[src/rtl/clock_divider_multi.sv]
// Multi-channel programmable clock divider with per-channel run-time divisor reload.
// Define CLKDIV_TICK_EN to add the per-channel period-start tick output.
module clock_divider_multi #(
  parameter int NUM_CH      = 4,
  parameter int WIDTH       = 16,
  parameter int DEFAULT_DIV = 2,
  localparam int CH_W       = (NUM_CH > 1) ? $clog2(NUM_CH) : 1
) (
  input  logic              clock_in,
  input  logic              reset_n,
  input  logic [NUM_CH-1:0] enable,
  input  logic              cfg_valid,
  output logic              cfg_ready,
  input  logic [CH_W-1:0]   cfg_ch,
  input  logic [WIDTH-1:0]  cfg_div,
`ifdef CLKDIV_TICK_EN
  output logic [NUM_CH-1:0] tick,
`endif
  output logic [NUM_CH-1:0] clock_out
);

  logic              in_range;
  logic [NUM_CH-1:0] sel;
  logic [NUM_CH-1:0] pend_valid;
  logic [WIDTH-1:0]  cfg_div_clamped;

  // Writes aimed past the last channel are accepted and dropped.
  if ((1 << CH_W) > NUM_CH) begin : g_range_chk
    assign in_range = (cfg_ch < CH_W'(NUM_CH));
  end else begin : g_range_full
    assign in_range = 1'b1;
  end

  assign cfg_ready       = ~|(sel & pend_valid);
  assign cfg_div_clamped = (cfg_div < WIDTH'(2)) ? WIDTH'(2) : cfg_div;

  for (genvar c = 0; c < NUM_CH; c++) begin : g_ch
    logic [WIDTH-1:0] cnt;
    logic [WIDTH-1:0] div_act;
    logic [WIDTH-1:0] pend_div;
    logic             pend_q;
    logic             clk_q;
    logic             accept;
    logic             period_end;

    assign sel[c]        = in_range && (cfg_ch == CH_W'(c));
    assign accept        = cfg_valid && cfg_ready && sel[c];
    assign period_end    = (cnt >= div_act - WIDTH'(1));
    assign pend_valid[c] = pend_q;
    assign clock_out[c]  = clk_q;

    // NOTE: pend_div is only read while pend_q is set, so it needs no reset.
    always_ff @(posedge clock_in) begin
      if (accept) pend_div <= cfg_div_clamped;
    end

    // NOTE: non-blocking assignments keep every right-hand side at its pre-edge value,
    // which is exactly what the clock_out/tick equations rely on.
    always_ff @(posedge clock_in or negedge reset_n) begin
      if (!reset_n) begin
        cnt     <= '0;
        div_act <= WIDTH'(DEFAULT_DIV);
        pend_q  <= 1'b0;
        clk_q   <= 1'b0;
      end else begin
        clk_q <= enable[c] & (cnt < (div_act >> 1));
        if (!enable[c] || period_end) begin
          cnt <= '0;
          if (pend_q) begin
            div_act <= pend_div;
            pend_q  <= 1'b0;
          end
        end else begin
          cnt <= cnt + WIDTH'(1);
        end
        // Ready is low while pending, so this never collides with the apply above.
        if (accept) pend_q <= 1'b1;
      end
    end

`ifdef CLKDIV_TICK_EN
    logic tick_q;
    assign tick[c] = tick_q;

    always_ff @(posedge clock_in or negedge reset_n) begin
      if (!reset_n) tick_q <= 1'b0;
      else          tick_q <= enable[c] & (cnt == '0);
    end
`endif
  end

endmodule

[config.mk]
export PLATFORM = sky130hd
export DESIGN_NAME = clock_divider_multi
export DESIGN_NICKNAME = d
export VERILOG_FILES = /design/src/rtl/clock_divider_multi.sv
export SDC_FILE = /design/constraint.sdc
export NUM_CORES = 1
export LEC_CHECK = 0
export CORE_MARGIN = 4
export CORE_UTILIZATION = 43
export CTS_CLUSTER_DIAMETER = 40
export DETAILED_ROUTE_END_ITERATION = 10
export PLACE_DENSITY_LB_ADDON = 0.2
export SYNTH_ARGS = -nofsm -noshare
export SYNTH_HDL_FRONTEND = slang
export SYNTH_SLANG_ARGS = --single-unit
[constraint.sdc]
create_clock -name clock_in -period 3.3 [get_ports clock_in]
set_input_delay 0.99 -clock clock_in [delete_from_list [all_inputs] [get_ports clock_in]]
set_output_delay 0.99 -clock clock_in [all_outputs]
set_load 0.03 [all_outputs]
# --- Word-level counts from Yosys, hierarchy flattened ---
# Index checks and enable logic that the tools add are counted.
totals:
  regBits: 200
  out_inout_bits: 5
classes:
  addsub: 8
  order_cmp: 9
  eq_ne: 3
  n_mux: 13
  n_bitwise: 5
  reduce_logical: 24
ops:
  columns: ["op", "count"]
  rows:
  - ["$mux 16", 5]
  - ["$add 16x1->16 const B", 4]
  - ["$ge 16x16->1", 4]
  - ["$lt 16x15->1", 4]
  - ["$sub 16x1->16 const B", 4]
  - ["$lt 16x2->1 const B", 1]
  - ["$mux 1", 8]
  - ["$reduce_and 2->1", 4]
  - ["$reduce_bool 2->1", 4]
  - ["$logic_and 1x1->1", 5]
  - ["$logic_not 1->1", 5]
  - ["$and 1x1->1", 4]
  - ["$and 4x4->4", 1]
  - ["$eq 2x2->1 const B", 2]
  - ["$logic_or 1x1->1", 4]
  - ["$reduce_or 4->1", 1]
  - ["$eq 2x1->1 const B", 1]
  - ["$logic_not 2->1", 1]

# --- Depth between registers and ports, before layout ---
depth:
  ltp_word: 7
  ltp_mapped: 14
  depth_no_buf: 12

# --- Least setup slack after synthesis ---
# Ideal clock, no wire load.
synth_timing:
  kind: "register to register"
  from: "reg g_ch[3].div_act[2]"
  to: "reg g_ch[3].div_act[10]"
  arrival_time_ns: 3.454
  slack_ns: -0.279
  stages_incl_launch_ff: 12
  n_path_buf: 1
  synth_period_minus_slack_ns: 3.579
  cell_sequence: "dfrtp_1 > nor4_2 > nand2_1 > or4_4 > nor3_1 > xnor2_1 > ha_1 > and4_4 > a2111o_1 > o31ai_4 > buf_12 > mux2_4"
synth_between:
  elab_chain_len: 4
synth_rtl:
  columns: ["item", "line_no", "text"]
  rows:
  - ["start: declaration", "39", "logic [WIDTH-1:0] div_act;"]
  - ["start signal: assignment", "62", "div_act <= WIDTH'(DEFAULT_DIV);"]
  - ["start signal: assignment", "70", "div_act <= pend_div;"]
  - ["$sub 16x1->16", "48", "assign period_end = (cnt >= div_act - WIDTH'(1));"]
  - ["$ge 16x16->1", "48", null]
  - ["$logic_or 1x1->1", "67", "if (!enable[c] || period_end) begin"]
  - ["$reduce_and 2->1 (no source line)", null, null]
# Every way passes these cells.
# A chain may end at the register's enable or synchronous reset.

# --- Worst setup path in the final report ---
layout_timing:
  from: "reg g_ch[3].div_act[5]"
  to: "reg g_ch[3].div_act[0]"
# The elaborated chain is that of the path after synthesis.

==> results by group <==
Status
  • Status: finished with violations
  • Failing checks: setup timing

Yosys
  • Post-Synth Adder-Cell Area: 0.138
  • Register area share after synthesis: 0.460
  • Yosys cell types: 65
  • Mux cell area share after synthesis: 0.0674
  • Synth warnings: 0
  • Syn Inst Count: 1,038
  • Post-synthesis xor/xnor area fraction: 0.0816
  • Yosys reg bits: 200
  • Primary FF master, synth: dfrtp_1
  • Post-synth EDFFs: 64
  • Syn Nets: 1,191
  • Mapped Area: 11,600 µm²
  • Largest family of logic cells by synthesized area: adder cells
  • Synth Area in Compound Gates: 0.0757
  • Syn_area_per_cell: 11.2 µm²
  • Ys async rst share: 0.680
  • Simple-gate share of the synthesized area: 0.135

Worst hold path
  • Hold path startpoint: g_ch[0].pend_div[12]$_DFFE_PP_
  • Hold Crit Class: flip-flop to flip-flop

Timing
  • # setup viols final: 33
  • Final min period: 3.55 ns
  • Relative slew slack: 0.489
  • Final clock skew: 0.0116 ns
  • Post-route setup slack: -0.245 ns
  • Worst-Margin Slew: 0.760 ns
  • Fmax: 282 MHz
  • Unrepaired setup endpoints after global routing: true
  • Final Max Slew Viols: 0
  • Fin crit share: 1.07
  • Final setup TNS: -6.17 ns
  • Hold Vio Cnt, Final: 0

Setup path
  • Startpoint Class: flip-flop
  • Slowest stage delay, CP: 0.53 ns
  • Worst setup EP type: flip-flop
  • Kind of critical path: flip-flop to flip-flop
  • Slowest cell on the critical path: or4_4
  • Crit path buf inv count: 1
  • CP top delay family: simple AND/OR/NAND/NOR gates
  • CP max FO: 16
  • Critical path cell sequence: nor4_4 -> nand2_1 -> or4_4 -> nor4_4 -> xnor2_1 -> ha_1 -> and4_4 -> a2111o_1 -> o31ai_4 -> buf_12 -> mux2_2
  • Beginning of the critical path: g_ch[3].div_act[5]$_DFFE_PN0P_
  • Worst EP required: 3.62 ns
  • CP most frequent cell: nor4_4
  • Worst r2r src: g_ch[3].div_act[5]$_DFFE_PN0P_
  • Arr. time, crit path: 3.87 ns

Detailed routing
  • DR vias: 7,806
  • Initial DRT Pass Iterations: 4
  • Routed len/inst: 16.1 µm
  • Via-to-Cell Ratio: 5.23
  • Met3 Routed Length: 678 µm
  • First-iteration detailed-routing DRC count: 326
  • Top layer in use: met5
  • DRT antenna net count: 0
  • Wl on met1: 11,900 µm
  • Met2 WL: 11,200 µm
  • DRC: 0
  • WL final: 24,100 µm

Die
  • Std-Cell Rows: 59
  • I/O Pins: 30
  • Starting density of the core: 0.441
  • Die width: 172 µm
  • Die Y: 172 µm
  • Core area: 26,300 µm²
  • Full die area: 29,600 µm²

Global route
  • GR Overflow Total: 0
  • Initial antenna violation count: 1
  • Vias in the first global route: 7,967
  • Total track usage: 0.170
  • Largest net degree at the start of global routing: 48
  • First-pass GRT wire length: 40,400 µm

Clocking
  • H-tree levels: 4
  • Root Buffer: clkbuf_16
  • Reg clk slew, reported paths: 0.07 ns
  • Clock sink total: 200
  • Clock latency on the worst-skew pair: 0.44 ns
  • Hold_buf cts: 0
  • CTS buffer count: 17
  • TritonCTS clock tree: yes
  • CTS Buffer Depth: 2

Cells and area
  • Layout cells sized above 1: 0.211
  • Layout area overhead: 20.3%
  • Nets: 1,297
  • Final Util: 0.530
  • Non-Filler Instances: 1,492
  • Diodes inserted: 0

Place
  • Port buffer count: 29
  • DP HPWL: 17,200 µm
  • # placed instances: 1,441
  • GP Congestion: 0.827

Power and ir drop
  • Leak: 0.00618 µW
  • Pwr/cell area: 528 nW/µm²
  • Max VDD drop: 0.000312 V

Job
  • # Max-Cap Violations: 0
==> layer usage <==
metal	GRT usage	vias up
li1	-	3893
met5	0	-
met3	0.0279	27
met1	0.241	3790
met4	0.0431	2
met2	0.275	94
==> cell usage in the layout, fill, tap and decap left out, types with 6 or more instances in the layout <==
| master | Yosys | layout |
|---|---|---|
| nand2_1 | 51 | 51 |
| nand2b_1 | 7 | 7 |
| inv_6 | 0 | 6 |
| dfrtp_1 | 132 | 132 |
| a21o_1 | 21 | 21 |
| edfxtp_1 | 64 | 64 |
| o21a_1 | 7 | 7 |
| inv_1 | 87 | 87 |
| nor2_1 | 110 | 91 |
| buf_4 | 4 | 72 |
| o21ai_0 | 14 | 12 |
| clkdlybuf4s50_1 | 0 | 26 |
| xor2_1 | 34 | 34 |
| a21oi_1 | 31 | 31 |
| and3_1 | 7 | 7 |
| nor3_1 | 21 | 18 |
| mux2_4 | 10 | 34 |
| buf_12 | 1 | 9 |
| nor2_2 | 0 | 10 |
| clkbuf_16 | 0 | 19 |
| mux2_2 | 44 | 20 |
| xnor2_1 | 74 | 73 |
| ha_1 | 128 | 128 |
| mux2_1 | 10 | 10 |
| nand3_1 | 28 | 27 |
| nor2_4 | 0 | 9 |
| nand4_1 | 30 | 30 |
| nor4_1 | 11 | 8 |
==> cell usage after synthesis, drive strengths merged, types with 28 or more instances <==
cell | number | area [µm²]
a21oi | 32 | 164
dfrtp | 132 | 3300
edfxtp | 64 | 1920
ha | 128 | 1600
inv | 87 | 327
mux2 | 64 | 758
nand2 | 51 | 191
nand3 | 28 | 140
nand4 | 30 | 188
nor2 | 110 | 413
xnor2 | 74 | 648
xor2 | 34 | 298
==> worst paths after layout <==
check | cells after the start | endpoint | slack (ns)
max | 11 | g_ch[3].div_act[0]$_DFFE_PN0P_ | -0.25
min | 1 | g_ch[0].div_act[12]$_DFFE_PN0P_ | 0.46
max reg2reg | 11 | g_ch[3].div_act[0]$_DFFE_PN0P_ | -0.25
min reg2reg | 1 | g_ch[0].div_act[12]$_DFFE_PN0P_ | 0.46
max in group asynchronous | 2 | g_ch[1].cnt[2]$_DFF_PN0_ | 2.07
min in group asynchronous | 1 | g_ch[3].cnt[12]$_DFF_PN0_ | 0.48
==> worst register-to-register path: stages, from the launching register on <==
cell	delay, ns
dfrtp_1	0.41
nor4_4	0.32
nand2_1	0.11
or4_4	0.53
nor4_4	0.16
xnor2_1	0.16
ha_1	0.27
and4_4	0.19
a2111o_1	0.42
o31ai_4	0.30
buf_12	0.21
mux2_2	0.35
==> flip-flops by register name, summed over array words and instances (netlist names) <==
signal and flops:
g_ch.pend_q 4, g_ch.clk_q 4, g_ch.pend_div 64, g_ch.cnt 64, g_ch.div_act 64
==> where the power goes <==
group          internal (µW)  total [µW]  switching, µW
Combinational           1070        2060            990
Sequential              2840        3140            306
Clock                   1100        2150           1050
Total                   5010        7360           2340
==> cell families after synthesis <==
family | count (synthesis)
flip-flops | 200
XOR/XNOR | 108
buffers and inverters | 115
multiplexers | 65
AND/OR/NAND/NOR | 305
AO/OA/AOI/OAI | 117
adder cells (fa/ha/maj) | 128
==> per-stage QoR <==
stage               cell area, µm²  setup WS (ns)  hold WS [ns]  power [µW]
CTS                          13700         -0.239         0.461        7320
global route                 13900         -0.407         0.478        7820
finish                       13900         -0.245         0.456        7360
global placement             12800         -0.195         0.441        5050
floorplan                    11600         -0.193         0.432        4400
detailed placement           12800         -0.267         0.445        5090
==> timing repair <==
item / in CTS / in global routing
buffers inserted: 16 / 8
gates resized for setup: 30 / 53
endpoints found under the setup margin: 66 / 108
cloned: 2 / 2
pin swaps: 27 / 28
==> area by class of cell <==
cell class,count,area (µm²)
Clock buffer,18,439
Fill cell,2310,12300
Timing Repair Buffer,115,1120
Inverter,87,327
Tap cell,335,419
Clock inverter,14,158
Multi-Input combinational cell,723,6150
Sequential cell,200,5330
No activity file was read; power rests on OpenSTA's default activity.
